## src/rtl/somador_pkg.sv

```systemverilog
// somador_pkg: shared state encoding and sizing helper for the digit-serial adder.
package somador_pkg;

    typedef enum logic [1:0] {
        OCIOSO,
        SOMANDO,
        PRONTO
    } estado_t;

    function automatic int cnt_width(input int ciclos);
        return (ciclos > 1) ? $clog2(ciclos) : 1;
    endfunction

endpackage

```

## src/rtl/somador_bit.sv

```systemverilog
// somador_bit: one-bit full adder, chained DIGIT times to form the per-clock slice.
module somador_bit (
    input  logic a,
    input  logic b,
    input  logic cin,
    output logic s,
    output logic cout
);

    assign s    = a ^ b ^ cin;
    assign cout = (a & b) | (cin & (a ^ b));

endmodule

```

## src/rtl/somador_serial.sv

```systemverilog
// somador_serial: digit-serial WIDTH-bit adder with valid/ready handshakes.
// Define SOMADOR_OVF_EN to add the registered signed-overflow output ovf.
module somador_serial
    import somador_pkg::*;
#(
    parameter int WIDTH = 8,
    parameter int DIGIT = 1
) (
    input  logic             clk,
    input  logic             rst_n,
    input  logic             in_valid,
    output logic             in_ready,
    input  logic [WIDTH-1:0] a,
    input  logic [WIDTH-1:0] b,
    input  logic             cin,
    output logic             out_valid,
    input  logic             out_ready,
    output logic [WIDTH-1:0] s,
    output logic             cout
`ifdef SOMADOR_OVF_EN
    ,
    output logic             ovf
`endif
);

    localparam int CICLOS = WIDTH / DIGIT;
    localparam int CW     = cnt_width(CICLOS);
    localparam logic [CW-1:0] ULTIMO = CW'(CICLOS - 1);

    generate
        if (WIDTH < 2 || DIGIT < 1 || DIGIT > WIDTH || (WIDTH % DIGIT) != 0) begin : g_param_err
            $error("somador_serial: invalid WIDTH/DIGIT combination");
        end
    endgenerate

    estado_t estado;
    estado_t prox;

    logic [WIDTH-1:0] a_reg;
    logic [WIDTH-1:0] b_reg;
    logic [WIDTH-1:0] s_reg;
    logic [WIDTH-1:0] s_next;
    logic             carry;
    logic [CW-1:0]    count;
    logic [DIGIT-1:0] fatia_s;
    logic [DIGIT:0]   c;

    assign c[0] = carry;

    generate
        for (genvar i = 0; i < DIGIT; i++) begin : g_fatia
            somador_bit u_bit (
                .a   (a_reg[i]),
                .b   (b_reg[i]),
                .cin (c[i]),
                .s   (fatia_s[i]),
                .cout(c[i+1])
            );
        end
    endgenerate

    // New digits enter at the top so the LSB digit ends at bit 0 after CICLOS shifts.
    assign s_next = WIDTH'({fatia_s, s_reg} >> DIGIT);

    always_ff @(posedge clk or negedge rst_n) begin
        if (!rst_n) begin
            estado <= OCIOSO;
        end else begin
            estado <= prox;
        end
    end

    always_comb begin
        prox = estado;
        unique case (estado)
            OCIOSO:  if (in_valid) prox = SOMANDO;
            SOMANDO: if (count == ULTIMO) prox = PRONTO;
            PRONTO:  if (out_ready) prox = OCIOSO;
            default: prox = OCIOSO;
        endcase
    end

    always_ff @(posedge clk or negedge rst_n) begin
        if (!rst_n) begin
            a_reg <= '0;
            b_reg <= '0;
            s_reg <= '0;
            carry <= 1'b0;
            count <= '0;
        end else begin
            unique case (estado)
                OCIOSO: begin
                    if (in_valid) begin
                        a_reg <= a;
                        b_reg <= b;
                        carry <= cin;
                        count <= '0;
                    end
                end
                SOMANDO: begin
                    a_reg <= a_reg >> DIGIT;
                    b_reg <= b_reg >> DIGIT;
                    s_reg <= s_next;
                    carry <= c[DIGIT];
                    count <= count + CW'(1);
                end
                default: begin
                end
            endcase
        end
    end

`ifdef SOMADOR_OVF_EN
    logic ovf_reg;

    // In the final digit, c[DIGIT-1] is the carry into the operand MSB.
    always_ff @(posedge clk or negedge rst_n) begin
        if (!rst_n) begin
            ovf_reg <= 1'b0;
        end else if (estado == SOMANDO && count == ULTIMO) begin
            ovf_reg <= c[DIGIT-1] ^ c[DIGIT];
        end
    end

    assign ovf = out_valid & ovf_reg;
`endif

    assign in_ready  = (estado == OCIOSO);
    assign out_valid = (estado == PRONTO);
    assign s         = out_valid ? s_reg : '0;
    assign cout      = out_valid & carry;

endmodule

```

## config.mk

```make
export PLATFORM = sky130hd
export DESIGN_NAME = somador_serial
export DESIGN_NICKNAME = d
export VERILOG_FILES = /design/src/rtl/somador_pkg.sv /design/src/rtl/somador_bit.sv /design/src/rtl/somador_serial.sv
export SDC_FILE = /design/constraint.sdc
export NUM_CORES = 1
export LEC_CHECK = 0
export CAP_MARGIN = 20
export CORE_ASPECT_RATIO = 1.2
export CORE_MARGIN = 4
export CORE_UTILIZATION = 49
export DETAILED_ROUTE_END_ITERATION = 8
export GPL_TIMING_DRIVEN = 0
export PLACE_DENSITY = 0.83
export SLEW_MARGIN = 20
export SYNTH_ARGS = -nofsm -noshare
export SYNTH_HDL_FRONTEND = slang
export SYNTH_SLANG_ARGS = --single-unit
```

## constraint.sdc

```tcl
create_clock -name clk -period 1.5 [get_ports clk]
set_input_delay 0.375 -clock clk [delete_from_list [all_inputs] [get_ports clk]]
set_output_delay 0.375 -clock clk [all_outputs]
set_load 0.1 [all_outputs]
```

==> results.toml, run 1 <==
[placed_design]
portBuffers = 31
dp_hpwl_um = 2143
post_dp_cell_area_um2 = 1849
gp_congestion = 0.7603

[sta]
fin_ws_ns = -0.3670
min_period_over_period_pct = 124.5
clock_skew_ns = 0.008157
setup_viol = 11
hold_viol_final = 0
timing.fmax_mhz = 535.6
grt_setup_unrepaired = "yes"
slew-limit-headroom_pct = 56.80
period_minus_slack_ns = 1.867
tightestPinTransition_ns = 0.6480
finalMaxSlewViolations = 0

[synth]
synth_most_common_cell = "dfrtp_1"
yosysWarnings = 0
synth_edf_count = 0
yosys.area.top_type = "dfrtp_1"
synth_xor_area_share_pct = 0
synth_commonest_cells = "dfrtp_1, o22a_1, and2_1, mux2_2, nand2_1"
synthSimpleGateAreaFrac_pct = 15.81
synth_top_family_by_area = "compound AO/OA/AOI/OAI gates"
yosysTopAreaCellShare_pct = 51.55
synth_seq_cells = 30
synthMuxAreaShare_pct = 6.186
synth.area.top_cells = "dfrtp_1, o22a_1, mux2_2"
synthAdderAreaFrac_pct = 3.093
syn_area_um2 = 1456
ys_async_sr_fraction_pct = 100.0
syn_nets = 145
avgSynthCellArea_um2 = 12.04
synth_compound_area_share_pct = 18.47
yosysSeqAreaShare_pct = 51.55
ys.flop_type = "dfrtp_1"
synthCells = 121
synth.distinct_cells = 31

[setup_path]
crit_fanout = 5
path_class = "reg2out"
endpoint_kind = "output pin"
critPathSlowestCell = "dfrtp_2"
critPathMaxStageDelay_ns = 0.42
r2r_setup_slack_ns = 0.05
worst_ep_required_time_ns = 1.12
startpoint_type = "flop"
crit_path_cell_trace = "and2b_2 > clkbuf_16 > and2_4 > buf_12"
critPathArrivalTime_ns = 1.49

[drt]
drt_iter0_drc = 17
drtAntennaViolNets = 0
top_layer_used = "met4"
drc = 0
met2_length_um = 1675
routedLengthMet1_um = 1274
num_vias = 1104
via_per_inst = 5.493
wirelength_um = 3170
first_pass_iters = 3
wl_per_cell_um = 15.77
dr_wl_met3_um = 186

[run]
maxCapViolCount = 0

[floorplanning]
die_w_um = 57.77
dieArea_um2 = 3912
die_y_um = 67.72
boundaryPins = 32
core_um2 = 2811
rows = 21
start_util_pct = 51.80

[final_layout]
n_fill_cell = 197
nets = 190
area_delta_synth_final_pct = 43.81
design_area_um2 = 2095
finish.utilization_pct = 74.50
drive_above_1_share_pct = 34.73
n_antenna_cell = 0

[global_route]
grt_overflow_total = 0
grt_usage_pct = 17.39
grt_pass1_vias = 1120
grt_pass1_wl_um = 5064
antenna_found_initial = 0
grt_max_degree = 31

[clock_tree]
cts.htree.levels = 2
hold_buffers = 0
cts_buffers = 5
cts.clk_slew.worst_paths_ns = 0.09
clk_path_buf_depth = 2
cts-root-buf = "clkbuf_4"
clk_latency_ns = 0.33
cts.sinks = 30
tritoncts = "done"

[run_status]
failed_checks = "setup timing"
status = "finished with violations"

[hold_path]
hold_class = "in2async"

[power]
p_per_area_nw_per_um2 = 1844
irDropWorstVdd_mv = 1.242
p_leak_nw = 0.9099
[worst paths after layout]
path,cells after the start,to,from
setup / recovery,4,s[4],estado[0]$_DFFE_PN0P_
hold / removal,1,b_reg[7]$_DFFE_PN0P_,rst_n
setup reg to reg,6,b_reg[2]$_DFFE_PN0P_,estado[0]$_DFFE_PN0P_
hold reg to reg,1,count[0]$_DFFE_PN0P_,count[0]$_DFFE_PN0P_
max in group asynchronous,1,estado[0]$_DFFE_PN0P_,rst_n
min in group clk,1,count[0]$_DFFE_PN0P_,count[0]$_DFFE_PN0P_
[stage by stage]
stage          power, mW  worst slack, ns  hold WS [ns]  std cells  TNS, ns
2_1_floorplan      2.826          -0.1543       0.07941        121   -1.389
3_3_place_gp       3.133          -0.9948        0.4596        186   -26.29
3_5_place_dp       3.223           -1.013        0.4362        186   -14.02
4_1_cts            3.836          -0.3838       0.07853        197   -3.795
5_1_grt            4.141          -0.4221       0.09451        201   -4.103
6_report           3.862          -0.3670       0.06717        201   -3.489
[power by group]
group,switching [mW],internal [mW]
registers,0.273,1.21
clock network,0.268,0.227
logic,0.865,1.02
[layer usage]
metal / up-vias / track usage, %
li1: 529 / -
met1: 535 / 19.49
met2: 34 / 30.79
met3: 6 / 5.736
met4: 0 / 6.087
met5: - / 0
[layout make-up]
cell class / count / area, µm² / share of cell area [%]
Buffer: 7 / 62.56 / 2.987
Multi-Input combinational cell: 80 / 665.6 / 31.78
Tap cell: 34 / 42.54 / 2.031
Sequential cell: 30 / 752.0 / 35.90
Timing Repair Buffer: 40 / 504.2 / 24.07
Clock buffer: 7 / 55.05 / 2.628
Clock inverter: 1 / 5.005 / 0.2389
Inverter: 2 / 7.507 / 0.3584
[worst max-delay path: cells and delay by family (launching register included)]
kind	cells	cell delay, ns
flip-flops	1	0.42
buffers and inverters	2	0.33
AND/OR/NAND/NOR	2	0.43
[cells in the final DEF, fill, tap and decap left out, types with 3 or more instances in the layout]
cell type	synthesis	layout
nand2_1	6	6
mux2_2	8	8
o22a_1	20	20
buf_12	0	12
and2_4	0	9
clkbuf_4	0	5
nand3_1	4	4
buf_6	3	3
a22oi_1	4	4
dfrtp_1	30	29
clkdlybuf4s50_1	0	19
buf_4	1	8
nand3b_1	5	5
o21ai_0	3	3
[logic make-up (layout without fill, tap and decap cells)]
logic type,count (synthesis),in the layout
buffers and inverters,11,57
adder cells (fa/ha/maj),3,3
AO/OA/AOI/OAI,33,33
AND/OR/NAND/NOR,36,36
multiplexers,8,8
flip-flops,30,30
[timing repair]
item                       CTS  global route
resized for setup          102             2
setup endpoints to repair   11            11
setup buffers                3             5
cloned                       0             1
pin swaps                    0             1
No activity file was read; power rests on OpenSTA's default activity.
==> run 2: changes to the inputs <==
Settings changed: CORE_MARGIN 4 to 2.
==> run 2 against run 1 <==
The flow still finishes with violations (setup timing). Via count about the same. Clock skew up 0.0039 ns. First-iteration DRC count up 59%. Critical path depth unchanged. Routed wire length down 2.5%. Critical endpoint is now s[5]. Setup slack worse by 0.0048 ns.
==> results.toml, run 2 (same netlist as run 1, synthesis figures left out) <==
[run_status]
status = "finished with violations"
failed_checks = "setup timing"

[final_layout]
final_common_cell = "dfrtp_1"
area_delta_synth_final_pct = 43.04
nets = 188
design_area_um2 = 2083
n_antenna_cell = 0
n_fill_cell = 197
final_cell_mix = "dfrtp_1, o22a_1, clkdlybuf4s50_1"
drive_above_1_share_pct = 33.94

[clock_tree]
tritoncts = "done"
hold_buffers = 0
cts.sinks = 30
cts_buffers = 5
cts.clk_slew.worst_paths_ns = 0.10
cts.htree.levels = 2
clk_path_buf_depth = 2
cts-root-buf = "clkbuf_4"
clk_latency_ns = 0.35

[floorplanning]
start_util_pct = 51.80
dieArea_um2 = 3426
rows = 21
die_w_um = 53.77
boundaryPins = 32
die_y_um = 63.72
core_um2 = 2811

[power]
clockPowerShare_pct = 13.2
p_per_area_nw_per_um2 = 1859
p_leak_nw = 0.9009
p_int_mw = 2.452
irDropWorstVdd_mv = 1.365
pwr-share-seq_pct = 38.3
p_comb_share_pct = 48.5
p_switching_mw = 1.422
swShare_pct = 36.72

[placed_design]
pre_cts_slack_ns = -1.004
post_dp_cell_area_um2 = 1849
dp_hpwl_um = 2053
portBuffers = 31
gp_congestion = 0.7069

[sta]
setup_viol = 11
clock_skew_ns = 0.01205
hold_viol_final = 0
period_minus_slack_ns = 1.872
slew-limit-headroom_pct = 56.64
tightestPinTransition_ns = 0.6503
fin_ws_ns = -0.3718
grt_setup_unrepaired = "yes"
min_period_over_period_pct = 124.8
timing.fmax_mhz = 534.3
finalMaxSlewViolations = 0

[drt]
drt_iter0_drc = 27
wl_per_cell_um = 15.54
first_pass_iters = 4
via_per_inst = 5.543
drtAntennaViolNets = 0
wirelength_um = 3092
drc = 0
num_vias = 1103

[setup_path]
startpoint_type = "flop"
path_class = "reg2out"
r2r_setup_slack_ns = 0.08
cp-endpoint = "s[5]"
worst_r2r_path_depth = 6
critPathArrivalTime_ns = 1.50
crit_fanout = 5
endpoint_kind = "output pin"
critPathLaunch = "estado[0]$_DFFE_PN0P_"
critPathSlowestCell = "dfrtp_2"
crit_path_cell_trace = "and2b_2 > clkbuf_16 > and2_4 > buf_12"
worst_ep_required_time_ns = 1.12
critPathMaxStageDelay_ns = 0.41
timing.rr.start = "estado[0]$_DFFE_PN0P_"
r2r_end = "a_reg[4]$_DFFE_PN0P_"

[global_route]
grt_max_degree = 31
grt_usage_pct = 21.67
grt_pass1_vias = 1129
grt_overflow_total = 0
grt_pass1_wl_um = 5161
antenna_found_initial = 0

[hold_path]
hold_class = "in2async"

[run]
maxCapViolCount = 0
## run 2: timing repair
item	CTS	global route
setup endpoints to repair	11	11
gates resized for setup	102	3
setup buffers	4	2
pin swaps	1	1
cloned	0	1
## run 2: how the worst min path moves through the flow
stage | startpoint | endpoint | slack (ns) | cells past startpoint
floorplan | rst_n | a_reg[0]$_DFFE_PN0P_ | 0.08 | 0
global placement | count[0]$_DFFE_PN0P_ | count[0]$_DFFE_PN0P_ | 0.46 | 1
detailed placement | rst_n | s_reg[7]$_DFFE_PN0N_ | 0.44 | 1
CTS | rst_n | a_reg[3]$_DFFE_PN0P_ | 0.07 | 1
global route | rst_n | carry$_DFFE_PN0P_ | 0.09 | 1
finish | rst_n | s_reg[7]$_DFFE_PN0N_ | 0.04 | 1
## run 2: power groups by stage
| stage | registers [mW] | logic, mW | clock network (mW) |
|---|---|---|---|
| after floorplan | 1.41 | 1.42 | 0 |
| after global placement | 1.46 | 1.68 | 0 |
| after detailed placement | 1.48 | 1.74 | 0 |
| after CTS | 1.47 | 1.87 | 0.510 |
| after global routing | 1.53 | 2.08 | 0.567 |
| final | 1.48 | 1.88 | 0.513 |
## run 2: worst max-delay path: cells and delay by family (launching register included)
family                 cells  cell delay (ns)
DFF                        1             0.41
and+or+nand+nor            2             0.43
buffers and inverters      2             0.32
## run 2: layer usage
metal	part of all wire (%)	vias to the layer above	routed length [µm]	track usage, %
li1	-	526	-	-
met1	39	536	1219	23.85
met2	53	36	1644	36.28
met3	5.6	5	172	7.346
met4	1.8	0	56	9.615
met5	0	-	0	0
## run 2: through the flow
step,power [mW],cells,hold WS [ns],setup TNS (ns),util [%]
after floorplan,2.826,121,0.07941,-1.389,-
after global placement,3.133,186,0.4592,-26.25,65.95
after detailed placement,3.221,186,0.4410,-13.36,65.78
after CTS,3.848,198,0.07469,-3.827,73.16
after global routing,4.173,199,0.08676,-4.238,74.10
final,3.874,199,0.04083,-3.610,74.10
## run 2: cell type report
cell class              count  area (µm²)  share of cell area, %
flip-flops and latches     30       752.0                  36.10
inverters                   2       7.507                 0.3604
multi-input cells          80       665.6                  31.95
repair buffers             38       489.2                  23.48
clock buffers               7       55.05                  2.643
clock inverters             1       5.005                 0.2402
plain buffers               7       66.31                  3.183
well taps                  34       42.54                  2.042
==> run 3: changes to the inputs <==
Settings changed: CORE_UTILIZATION 49 to 40, PLACE_DENSITY 0.83 to 0.71.
==> run 3 against run 2 <==
The flow still finishes with violations (setup timing). Clock skew is 0.0065 ns lower. Global-route usage shrank 5.1 points. Non-clock buffer count unchanged. First-iteration DRC count rose by 3.7%.
==> results.toml, run 3 (same netlist as run 1, synthesis figures left out) <==
[run_status]
status = "finished with violations"
failed_checks = "setup timing"

[drt]
first_pass_iters = 6
drt_iter0_drc = 28
via_per_inst = 5.422
wirelength_um = 3019
drc = 0
wl_per_cell_um = 14.80
num_vias = 1106
drtAntennaViolNets = 0

[placed_design]
dp_hpwl_um = 2171
portBuffers = 31
gp_congestion = 0.7165
post_dp_cell_area_um2 = 1856

[sta]
finalMaxSlewViolations = 0
fin_ws_ns = -0.3021
min_period_over_period_pct = 120.1
setup_viol = 10
tightestPinTransition_ns = 0.6716
tns_ns = -2.825
period_minus_slack_ns = 1.802
slew-limit-headroom_pct = 55.23
clock_skew_ns = 0.005535
grt_setup_unrepaired = "yes"
timing.fmax_mhz = 554.9
hold_viol_final = 0

[global_route]
grt_usage_pct = 16.52
use_met1_pct = 20.29
grt_pass1_vias = 1160
met2_usage_pct = 26.79
busiest_layer = "met2"
antenna_found_initial = 0
grt_pass1_wl_um = 5175
grt_overflow_total = 0
grt_max_degree = 31
use_met3_pct = 5.185

[power]
swShare_pct = 35.14
p_comb_share_pct = 46.7
p_switching_mw = 1.404
p_leak_nw = 0.9100
pwr-share-seq_pct = 36.8
irDropWorstVdd_mv = 0.9538
p_per_area_nw_per_um2 = 1886
clockPowerShare_pct = 16.4
p_int_mw = 2.591

[final_layout]
design_area_um2 = 2118
finish.utilization_pct = 59.28
final_common_cell = "dfrtp_1"
nets = 188
drive_above_1_share_pct = 34.55
final_cell_mix = "dfrtp_1, o22a_1, clkdlybuf4s50_1"
area_delta_synth_final_pct = 45.45
n_antenna_cell = 0

[clock_tree]
tritoncts = "done"
clk_path_buf_depth = 2
cts.clk_slew.worst_paths_ns = 0.06
cts-root-buf = "clkbuf_8"
cts.sinks = 30
clk_latency_ns = 0.28
cts_buffers = 5
cts.htree.levels = 2

[setup_path]
crit_fanout = 5
r2r_setup_slack_ns = 0.04
path_class = "reg2out"
endpoint_kind = "output pin"
worst_ep_required_time_ns = 1.12
critPathArrivalTime_ns = 1.43
startpoint_type = "flop"
worst_r2r_path_depth = 6
r2r_end = "a_reg[5]$_DFFE_PN0P_"
timing.rr.start = "estado[0]$_DFFE_PN0P_"

[floorplanning]
core_um2 = 3573
rows = 24
boundaryPins = 32
die_w_um = 59.09
die_y_um = 70.10
dieArea_um2 = 4142
start_util_pct = 40.76

[run]
maxCapViolCount = 0

[hold_path]
hold_class = "in2async"
run 3: cell counts in the layout (fill, tap and decap cells not counted):
No cell type changed its count.
run 3: power by group through the flow:
stage               registers, mW  clock network, mW  logic [mW]
finish                       1.47              0.657        1.87
global route                 1.53              0.715        2.06
CTS                          1.47              0.677        1.89
detailed placement           1.48                  0        1.76
global placement             1.46                  0        1.69
floorplan                    1.41                  0        1.42
run 3: timing repair:
item,4_1_cts,5_1_grt
hold buffers,0,0
buffers inserted,3,3
pin swaps,0,2
resized for setup,102,3
setup endpoints to repair,11,11
gates cloned,0,1
run 3: worst max-delay path by stage:
stage / start / to / depth (start not counted)
after floorplan: estado[0]$_DFFE_PN0P_ / cout / 4
after global placement: estado[1]$_DFFE_PN0P_ / s[0] / 5
after detailed placement: estado[0]$_DFFE_PN0P_ / cout / 5
after CTS: estado[0]$_DFFE_PN0P_ / cout / 5
after global routing: estado[0]$_DFFE_PN0P_ / s[4] / 4
final: estado[0]$_DFFE_PN0P_ / s[4] / 4
run 3: cell type report:
type / count / area, µm²
clock inverter: 1 / 5.005
timing repair buffer: 38 / 489.2
tap: 39 / 48.80
sequential: 30 / 753.2
buffer: 7 / 62.56
fill: 294 / 1455
inverter: 2 / 7.507
clock buffer: 7 / 86.33
multi-input combinational: 80 / 665.6
run 3: worst max-delay path, cell delays in order, from the launching register on:
cell and delay [ns]:
dfrtp_2 0.40, and2b_2 0.28, clkbuf_16 0.16, and2_4 0.14
buf_12 0.16
run 3: through the flow:
step           worst slack [ns]  cells  power [mW]  hold slack [ns]
2_1_floorplan           -0.1543    121       2.826          0.07941
3_3_place_gp            -0.9975    191       3.143           0.4611
3_5_place_dp             -1.023    191       3.245           0.4518
4_1_cts                 -0.3558    202       4.032           0.1476
5_1_grt                 -0.3616    204       4.305           0.1662
6_report                -0.3021    204       3.995           0.1319
run 3: metal layers:
metal | vias up | part of all wire, %
li1 | 523 | -
met1 | 542 | 42
met2 | 35 | 51
met3 | 6 | 5.0
met4 | 0 | 1.9
met5 | - | 0
